===== src/rtl/ram_write_buffer_if.sv =====
// ---------------------------------------------------------------------------
// ram_write_buffer_if
// Bundles the cache-side, forwarding and RAM-side signals of the write buffer.
//   slave  : seen by the buffer itself
//   master : seen by whatever drives the buffer (cache + RAM arbiter model)
// Signals:
//   in_write/in_addr/in_data -> write request, in_ready <- accepted
//   rd_req/rd_addr           -> forwarding lookup, rd_hit/rd_data <- result
//   ram_req -> arbiter, ram_grant <- arbiter
//   ram_write/ram_addr/ram_data -> RAM write port
//   count/empty/full         -> occupancy status
// ---------------------------------------------------------------------------
interface ram_write_buffer_if #(
    parameter int DEPTH = 4,
    parameter int AW    = 14,
    parameter int DW    = 10,
    parameter int CW    = $clog2(DEPTH + 1)
);
    logic          in_write;
    logic [AW-1:0] in_addr;
    logic [DW-1:0] in_data;
    logic          in_ready;
    logic          rd_req;
    logic [AW-1:0] rd_addr;
    logic          rd_hit;
    logic [DW-1:0] rd_data;
    logic          ram_req;
    logic          ram_grant;
    logic          ram_write;
    logic [AW-1:0] ram_addr;
    logic [DW-1:0] ram_data;
    logic [CW-1:0] count;
    logic          empty;
    logic          full;

    modport slave (
        input  in_write, in_addr, in_data, rd_req, rd_addr, ram_grant,
        output in_ready, rd_hit, rd_data, ram_req, ram_write, ram_addr,
               ram_data, count, empty, full
    );

    modport master (
        output in_write, in_addr, in_data, rd_req, rd_addr, ram_grant,
        input  in_ready, rd_hit, rd_data, ram_req, ram_write, ram_addr,
               ram_data, count, empty, full
    );
endinterface


===== src/rtl/ram_write_buffer.sv =====
// ---------------------------------------------------------------------------
// ram_write_buffer
// Posted-write buffer between a cache and a shared RAM. Writes are queued in a
// circular FIFO, coalesced by address, forwarded to cache reads, and drained
// to the RAM through a request/grant arbiter handshake (IDLE -> REQ -> WRITE).
// Ports:
//   clk  : rising-edge clock
//   rst  : asynchronous active-low reset
//   bus  : ram_write_buffer_if.slave (write, forwarding, RAM and status signals)
// ---------------------------------------------------------------------------
module ram_write_buffer #(
    parameter int DEPTH = 4,
    parameter int AW    = 14,
    parameter int DW    = 10
) (
    input  logic               clk,
    input  logic               rst,
    ram_write_buffer_if.slave  bus
);
    localparam int PW = (DEPTH > 1) ? $clog2(DEPTH) : 1;
    localparam int CW = $clog2(DEPTH + 1);

    typedef enum logic [1:0] {
        ST_IDLE  = 2'd0,
        ST_REQ   = 2'd1,
        ST_WRITE = 2'd2
    } state_t;

    state_t        state_q, state_d;
    logic [AW-1:0] addr_q [DEPTH];
    logic [DW-1:0] data_q [DEPTH];
    logic [DEPTH-1:0] valid_q;
    logic [PW-1:0] head_q, head_d, tail_q, tail_d;
    logic [CW-1:0] count_q, count_d;

    logic          full_s, accept_s, push_s, pop_s, coal_s;
    logic          wr_match_s, rd_match_s;
    logic [PW-1:0] wr_idx_s, rd_idx_s;
    logic [PW-1:0] age_idx_s [DEPTH];

    function automatic logic [PW-1:0] ptr_inc(input logic [PW-1:0] p);
        if (p == PW'(DEPTH - 1)) begin
            return '0;
        end else begin
            return p + PW'(1);
        end
    endfunction

    // Physical slot that is k places younger than the head.
    function automatic logic [PW-1:0] age_idx(input logic [PW-1:0] h, input int k);
        int s;
        s = int'(h) + k;
        if (s >= DEPTH) begin
            s = s - DEPTH;
        end else begin
            s = s;
        end
        return PW'(s);
    endfunction

    // Status and handshake decode.
    always_comb begin
        full_s   = (count_q == CW'(DEPTH));
        accept_s = bus.in_write && !full_s;
        pop_s    = (state_q == ST_WRITE);
    end

    // Slot order from oldest (k=0) to youngest.
    always_comb begin
        for (int k = 0; k < DEPTH; k++) begin
            age_idx_s[k] = age_idx(head_q, k);
        end
    end

    // Address match search in age order; the last hit is the youngest entry.
    // The head being written this cycle is excluded from coalescing so the
    // new data is not lost when the head retires at the end of the cycle.
    always_comb begin
        wr_match_s = 1'b0;
        wr_idx_s   = '0;
        rd_match_s = 1'b0;
        rd_idx_s   = '0;
        for (int k = 0; k < DEPTH; k++) begin
            if (valid_q[age_idx_s[k]] && (addr_q[age_idx_s[k]] == bus.in_addr) &&
                !(pop_s && (age_idx_s[k] == head_q))) begin
                wr_match_s = 1'b1;
                wr_idx_s   = age_idx_s[k];
            end else begin
                wr_match_s = wr_match_s;
            end
            if (valid_q[age_idx_s[k]] && (addr_q[age_idx_s[k]] == bus.rd_addr)) begin
                rd_match_s = 1'b1;
                rd_idx_s   = age_idx_s[k];
            end else begin
                rd_match_s = rd_match_s;
            end
        end
    end

    // Pointer and occupancy next-state.
    always_comb begin
        coal_s  = accept_s && wr_match_s;
        push_s  = accept_s && !wr_match_s;
        head_d  = pop_s  ? ptr_inc(head_q) : head_q;
        tail_d  = push_s ? ptr_inc(tail_q) : tail_q;
        count_d = count_q;
        case ({push_s, pop_s})
            2'b10:   count_d = count_q + CW'(1);
            2'b01:   count_d = count_q - CW'(1);
            default: count_d = count_q;
        endcase
    end

    // Drain FSM next-state; uses post-update occupancy so a write into an
    // empty buffer reaches REQ on the very next cycle.
    always_comb begin
        state_d = state_q;
        case (state_q)
            ST_IDLE:  state_d = (count_d != '0) ? ST_REQ : ST_IDLE;
            ST_REQ:   state_d = bus.ram_grant ? ST_WRITE : ST_REQ;
            ST_WRITE: state_d = (count_d != '0) ? ST_REQ : ST_IDLE;
            default:  state_d = ST_IDLE;
        endcase
    end

    // Drain FSM state register.
    always_ff @(posedge clk or negedge rst) begin
        if (!rst) begin
            state_q <= ST_IDLE;
        end else begin
            state_q <= state_d;
        end
    end

    // Buffer storage, pointers and occupancy.
    always_ff @(posedge clk or negedge rst) begin
        if (!rst) begin
            head_q  <= '0;
            tail_q  <= '0;
            count_q <= '0;
            valid_q <= '0;
            for (int i = 0; i < DEPTH; i++) begin
                addr_q[i] <= '0;
                data_q[i] <= '0;
            end
        end else begin
            head_q  <= head_d;
            tail_q  <= tail_d;
            count_q <= count_d;
            // A push never targets the head being popped: that would need a
            // full buffer, where pushes are refused.
            if (pop_s) begin
                valid_q[head_q] <= 1'b0;
            end
            if (push_s) begin
                valid_q[tail_q] <= 1'b1;
                addr_q[tail_q]  <= bus.in_addr;
                data_q[tail_q]  <= bus.in_data;
            end
            if (coal_s) begin
                data_q[wr_idx_s] <= bus.in_data;
            end
        end
    end

    assign bus.in_ready  = !full_s;
    assign bus.ram_req   = (state_q == ST_REQ);
    assign bus.ram_write = (state_q == ST_WRITE);
    assign bus.ram_addr  = valid_q[head_q] ? addr_q[head_q] : '0;
    assign bus.ram_data  = valid_q[head_q] ? data_q[head_q] : '0;
    assign bus.rd_hit    = bus.rd_req && rd_match_s;
    assign bus.rd_data   = (bus.rd_req && rd_match_s) ? data_q[rd_idx_s] : '0;
    assign bus.count     = count_q;
    assign bus.empty     = (count_q == '0);
    assign bus.full      = full_s;

endmodule


===== src/flat_wrapper.sv =====
// flat-port wrapper written by rule: the top's interface ports become plain ports
module ram_write_buffer_flat 
#(
    parameter int DEPTH = 4,
    parameter int AW    = 14,
    parameter int DW    = 10
)
  (clk, rst, bus_in_write, bus_in_addr, bus_in_data, bus_rd_req, bus_rd_addr, bus_ram_grant, bus_in_ready, bus_rd_hit, bus_rd_data, bus_ram_req, bus_ram_write, bus_ram_addr, bus_ram_data, bus_count, bus_empty, bus_full);
  ram_write_buffer_if #(.DEPTH(DEPTH), .AW(AW), .DW(DW)) bus_i ();
  input  logic clk;
  input  logic rst;
  input wire logic [$bits(bus_i.in_write)-1:0] bus_in_write;
  input wire logic [$bits(bus_i.in_addr)-1:0] bus_in_addr;
  input wire logic [$bits(bus_i.in_data)-1:0] bus_in_data;
  input wire logic [$bits(bus_i.rd_req)-1:0] bus_rd_req;
  input wire logic [$bits(bus_i.rd_addr)-1:0] bus_rd_addr;
  input wire logic [$bits(bus_i.ram_grant)-1:0] bus_ram_grant;
  output wire logic [$bits(bus_i.in_ready)-1:0] bus_in_ready;
  output wire logic [$bits(bus_i.rd_hit)-1:0] bus_rd_hit;
  output wire logic [$bits(bus_i.rd_data)-1:0] bus_rd_data;
  output wire logic [$bits(bus_i.ram_req)-1:0] bus_ram_req;
  output wire logic [$bits(bus_i.ram_write)-1:0] bus_ram_write;
  output wire logic [$bits(bus_i.ram_addr)-1:0] bus_ram_addr;
  output wire logic [$bits(bus_i.ram_data)-1:0] bus_ram_data;
  output wire logic [$bits(bus_i.count)-1:0] bus_count;
  output wire logic [$bits(bus_i.empty)-1:0] bus_empty;
  output wire logic [$bits(bus_i.full)-1:0] bus_full;
  assign bus_i.in_write = bus_in_write;
  assign bus_i.in_addr = bus_in_addr;
  assign bus_i.in_data = bus_in_data;
  assign bus_i.rd_req = bus_rd_req;
  assign bus_i.rd_addr = bus_rd_addr;
  assign bus_i.ram_grant = bus_ram_grant;
  assign bus_in_ready = bus_i.in_ready;
  assign bus_rd_hit = bus_i.rd_hit;
  assign bus_rd_data = bus_i.rd_data;
  assign bus_ram_req = bus_i.ram_req;
  assign bus_ram_write = bus_i.ram_write;
  assign bus_ram_addr = bus_i.ram_addr;
  assign bus_ram_data = bus_i.ram_data;
  assign bus_count = bus_i.count;
  assign bus_empty = bus_i.empty;
  assign bus_full = bus_i.full;
  ram_write_buffer #(.DEPTH(DEPTH), .AW(AW), .DW(DW)) u_core (.clk(clk), .rst(rst), .bus(bus_i));
endmodule

===== config.mk =====
export PLATFORM = sky130hd
export DESIGN_NAME = ram_write_buffer_flat
export DESIGN_NICKNAME = d
export VERILOG_FILES = /design/src/rtl/ram_write_buffer_if.sv /design/src/rtl/ram_write_buffer.sv /design/src/flat_wrapper.sv
export SDC_FILE = /design/constraint.sdc
export NUM_CORES = 1
export LEC_CHECK = 0
export ABC_CLOCK_PERIOD_IN_PS = 7750
export BUFFER_PORTS_ARGS = -buffer_cell sky130_fd_sc_hd__buf_2
export CAP_MARGIN = 30
export CORE_MARGIN = 4
export CORE_UTILIZATION = 45
export CTS_BUF_LIST = sky130_fd_sc_hd__clkbuf_16
export DETAILED_ROUTE_END_ITERATION = 8
export PLACE_DENSITY = 0.68
export SLEW_MARGIN = 20
export SYNTH_ARGS = -nofsm -noshare
export SYNTH_HDL_FRONTEND = slang
export SYNTH_SLANG_ARGS = --single-unit

===== constraint.sdc =====
create_clock -name clk -period 7.75 [get_ports clk]
set_input_delay 2.325 -clock clk [delete_from_list [all_inputs] [get_ports clk]]
set_output_delay 2.325 -clock clk [all_outputs]
set_load 0.01 [all_outputs]

==> results.json <==
{
  "total_leakage_power_uw": 0.004163,
  "skew_ns": 0.01167,
  "end_kind": "output port",
  "drc": 0,
  "htree_num_levels": 3,
  "crit_type": "in2out",
  "cp.arrival_ns": 5.18,
  "syn_avg_cell_area_um2": 10.60,
  "drt-wirelength-per-cell_um": 25.85,
  "fin_crit_sh_pct": 96.89,
  "io_pins": 86,
  "p_switching_uw": 2724,
  "synth_area_um2": 9589,
  "hp-class": "reg2reg",
  "clock_path_buffers": 2,
  "synthArstFlopShare_pct": 100.0,
  "worstPathMaxFanout": 10,
  "hold_buffers": 0,
  "syn_inst": 905,
  "dieArea_um2": 23710,
  "outcome": "finished clean",
  "start_util_pct": 45.62,
  "numCtsBuffers": 9,
  "drive_gt1_share_pct": 28.41,
  "synth_xor_area_share_pct": 7.672,
  "die_width_um": 154.0,
  "synth-compound-area-share_pct": 12.96,
  "cap_violations": 0,
  "finalHoldViolations": 0,
  "cp_slowest_cell": "o21ai_1",
  "cts.reportedPaths.clkPinSlew_ns": 0.08,
  "required_ns": 5.43,
  "yosysWarnings": 0,
  "grt_max_degree": 101,
  "cts_root_buf": "clkbuf_16",
  "tritoncts": "yes",
  "routed-wl-met3_um": 2352,
  "power.density_nw_per_um2": 529.0,
  "synth-seq-area-share_pct": 28.44,
  "area_growth_pct": 8.846,
  "grt_pass1_wl_um": 47940,
  "via_count": 8030,
  "slowest_delay_ns": 0.69,
  "grt-ovfl-total": 0,
  "yosys_most_used_dff": "dfrtp_1",
  "maxUsedRoutingLayer": "met4",
  "p_clk_share_pct": 8.7,
  "ant_nets": 0,
  "setup_viol": 0,
  "met2_wirelength_um": 14410,
  "worst_pin_slew_ns": 0.8719,
  "synthSimpleGateAreaFrac_pct": 10.45,
  "cts_num_sinks": 109,
  "cts_setup_buffers": 0,
  "postRouteWirelength_um": 31650,
  "worst_skew_pair.late_latency_ns": 0.37,
  "firstDrtPassIters": 7,
  "ys_types": 75,
  "rows": 53,
  "p_int_uw": 2797,
  "synth_edf_count": 0,
  "synth.area.mux_share_pct": 34.13,
  "routed_via_density": 6.560,
  "drt-met1-wl_um": 13860,
  "power_uw": 5521,
  "ir_worst_vdd_v": 0.0002967,
  "port_buffers": 85,
  "die-height_um": 154.0,
  "max_freq_ghz": 0.1332,
  "dp.cells": 1206,
  "hpwlAfterDp_um": 23370,
  "fillerInstances": 1925,
  "drv_slew": 0,
  "nets": 995,
  "fin_setup_tns_ns": 0,
  "antenna_found_initial": 0,
  "rsz0062_at_grt": "no",
  "drtIter0Drc": 933,
  "cts_resized": 0,
  "crit_top_cell": "buf_2",
  "grtUsageTotal_pct": 26.20,
  "grt_pass1_vias": 7709,
  "fin_crit_ns": 7.509,
  "slew_headroom_pct": 41.48,
  "yosys_register_bits": 109,
  "synth_top_family_by_area": "multiplexers",
  "swShare_pct": 49.33,
  "p_comb_share_pct": 69.2,
  "startpoint_type": "input pin",
  "seqPwrFrac_pct": 22.1,
  "syn_nets": 958,
  "place_congestion": 1.026,
  "instances_no_fill": 1224,
  "core-area_um2": 21020,
  "path_cells": "buf_2 > inv_1 > a222oi_1 > nand4_1 > a2111oi_0 > o211ai_1 > nand2b_1 > a211oi_1 > o21ai_1 > o22ai_1 > buf_2",
  "synth-adder-area-share_pct": 1.383
}
==> cells in the final DEF, fill, tap and decap left out, drive strengths merged, types with 25 or more instances in the layout <==
cell type,netlist,routed
and2,25,25
buf,42,97
dfrtp,109,109
inv,23,26
mux2,86,86
mux2i,108,108
mux4,51,51
nand2,54,54
nor2,26,26
o21ai,48,48
xnor2,63,63
==> area by class of cell <==
| cell class | count | area [um2] | area share [%] |
|---|---|---|---|
| inverter | 24 | 90.09 | 0.8631 |
| multi-input combinational | 701 | 6417 | 61.48 |
| timing repair buffer | 97 | 543.0 | 5.203 |
| clock inverter | 7 | 77.57 | 0.7432 |
| antenna | 2 | 5.005 | 0.04795 |
| clock buffer | 9 | 225.2 | 2.158 |
| sequential | 109 | 2735 | 26.20 |
| tap | 275 | 344.1 | 3.297 |
==> state kept, by name, indices dropped and copies added, names as in the netlist <==
signal and count:
u_core.bus.count 3, u_core.tail_q 2, u_core.valid_q 4, u_core.addr_q 56, u_core.data_q 40, u_core.state_q 2
u_core.head_q 2
==> cell families after synthesis <==
group	count (synthesis)
compound gates	175
mux	245
flops	109
simple gates	187
buf+inv	95
fa+ha+maj	10
xor+xnor	84
==> metal layers <==
metal  vias up  track usage (%)
li1       3519                -
met1      4054            37.71
met2       388            40.58
met3        69            4.165
met4         0            8.452
met5         -                0
==> cells in the mapped netlist (all sizes together), types with 18 or more instances <==
| cell | n | area, um2 |
|---|---|---|
| nand4 | 22 | 137.6 |
| mux4 | 51 | 1149 |
| xnor2 | 63 | 551.8 |
| clkbuf | 29 | 108.9 |
| xor2 | 21 | 183.9 |
| o21ai | 48 | 240.2 |
| mux2i | 108 | 1081 |
| buf | 42 | 276.5 |
| and2 | 25 | 156.4 |
| a21oi | 18 | 90.09 |
| nor2 | 26 | 97.59 |
| inv | 23 | 86.33 |
| nand2 | 54 | 202.7 |
| mux2 | 86 | 1044 |
| nand3 | 19 | 122.6 |
| o22ai | 22 | 137.6 |
| dfrtp | 109 | 2728 |
==> power groups by stage <==
stage	registers (uW)	logic (uW)	clock network, uW
final	1220	3820	480
after global routing	1270	4030	511
after CTS	1210	3750	493
after detailed placement	1220	3730	0
after global placement	1200	3730	0
after floorplan	1100	2770	0
==> worst max-delay path: cells and delay by family <==
family / cells / cell delay [ns]
AND/OR/NAND/NOR: 2 / 0.30
buffers and inverters: 3 / 0.46
AO/OA/AOI/OAI: 6 / 2.10
==> through the flow <==
| stage | setup WS, ns | cell area [um2] | util (%) | hold slack [ns] |
|---|---|---|---|---|
| global placement | 0.3182 | 10130 | 48.19 | 0.5147 |
| floorplan | 0.5056 | 9589 | - | 0.4975 |
| finish | 0.2411 | 10440 | 49.65 | 0.5426 |
| CTS | 0.2587 | 10430 | 49.63 | 0.5402 |
| global route | 0.07140 | 10430 | 49.63 | 0.5615 |
| detailed placement | 0.2975 | 10130 | 48.19 | 0.5229 |
==> path summary, 6_finish.rpt <==
kind | startpoint | to | depth (start not counted) | slack [ns]
setup / recovery | bus_rd_addr[7] | bus_rd_data[9] | 11 | 0.24
hold / removal | u_core.data_q[9] | u_core.data_q[9] | 1 | 0.54
setup reg to reg | u_core.head_q[1] | u_core.state_q[0] | 18 | 2.16
hold reg to reg | u_core.data_q[9] | u_core.data_q[9] | 1 | 0.54
max in group asynchronous | rst | u_core.head_q[1] | 2 | 4.43
min in group asynchronous | rst | u_core.addr_q[9] | 1 | 1.98
Power figures use the tool's default switching activity.
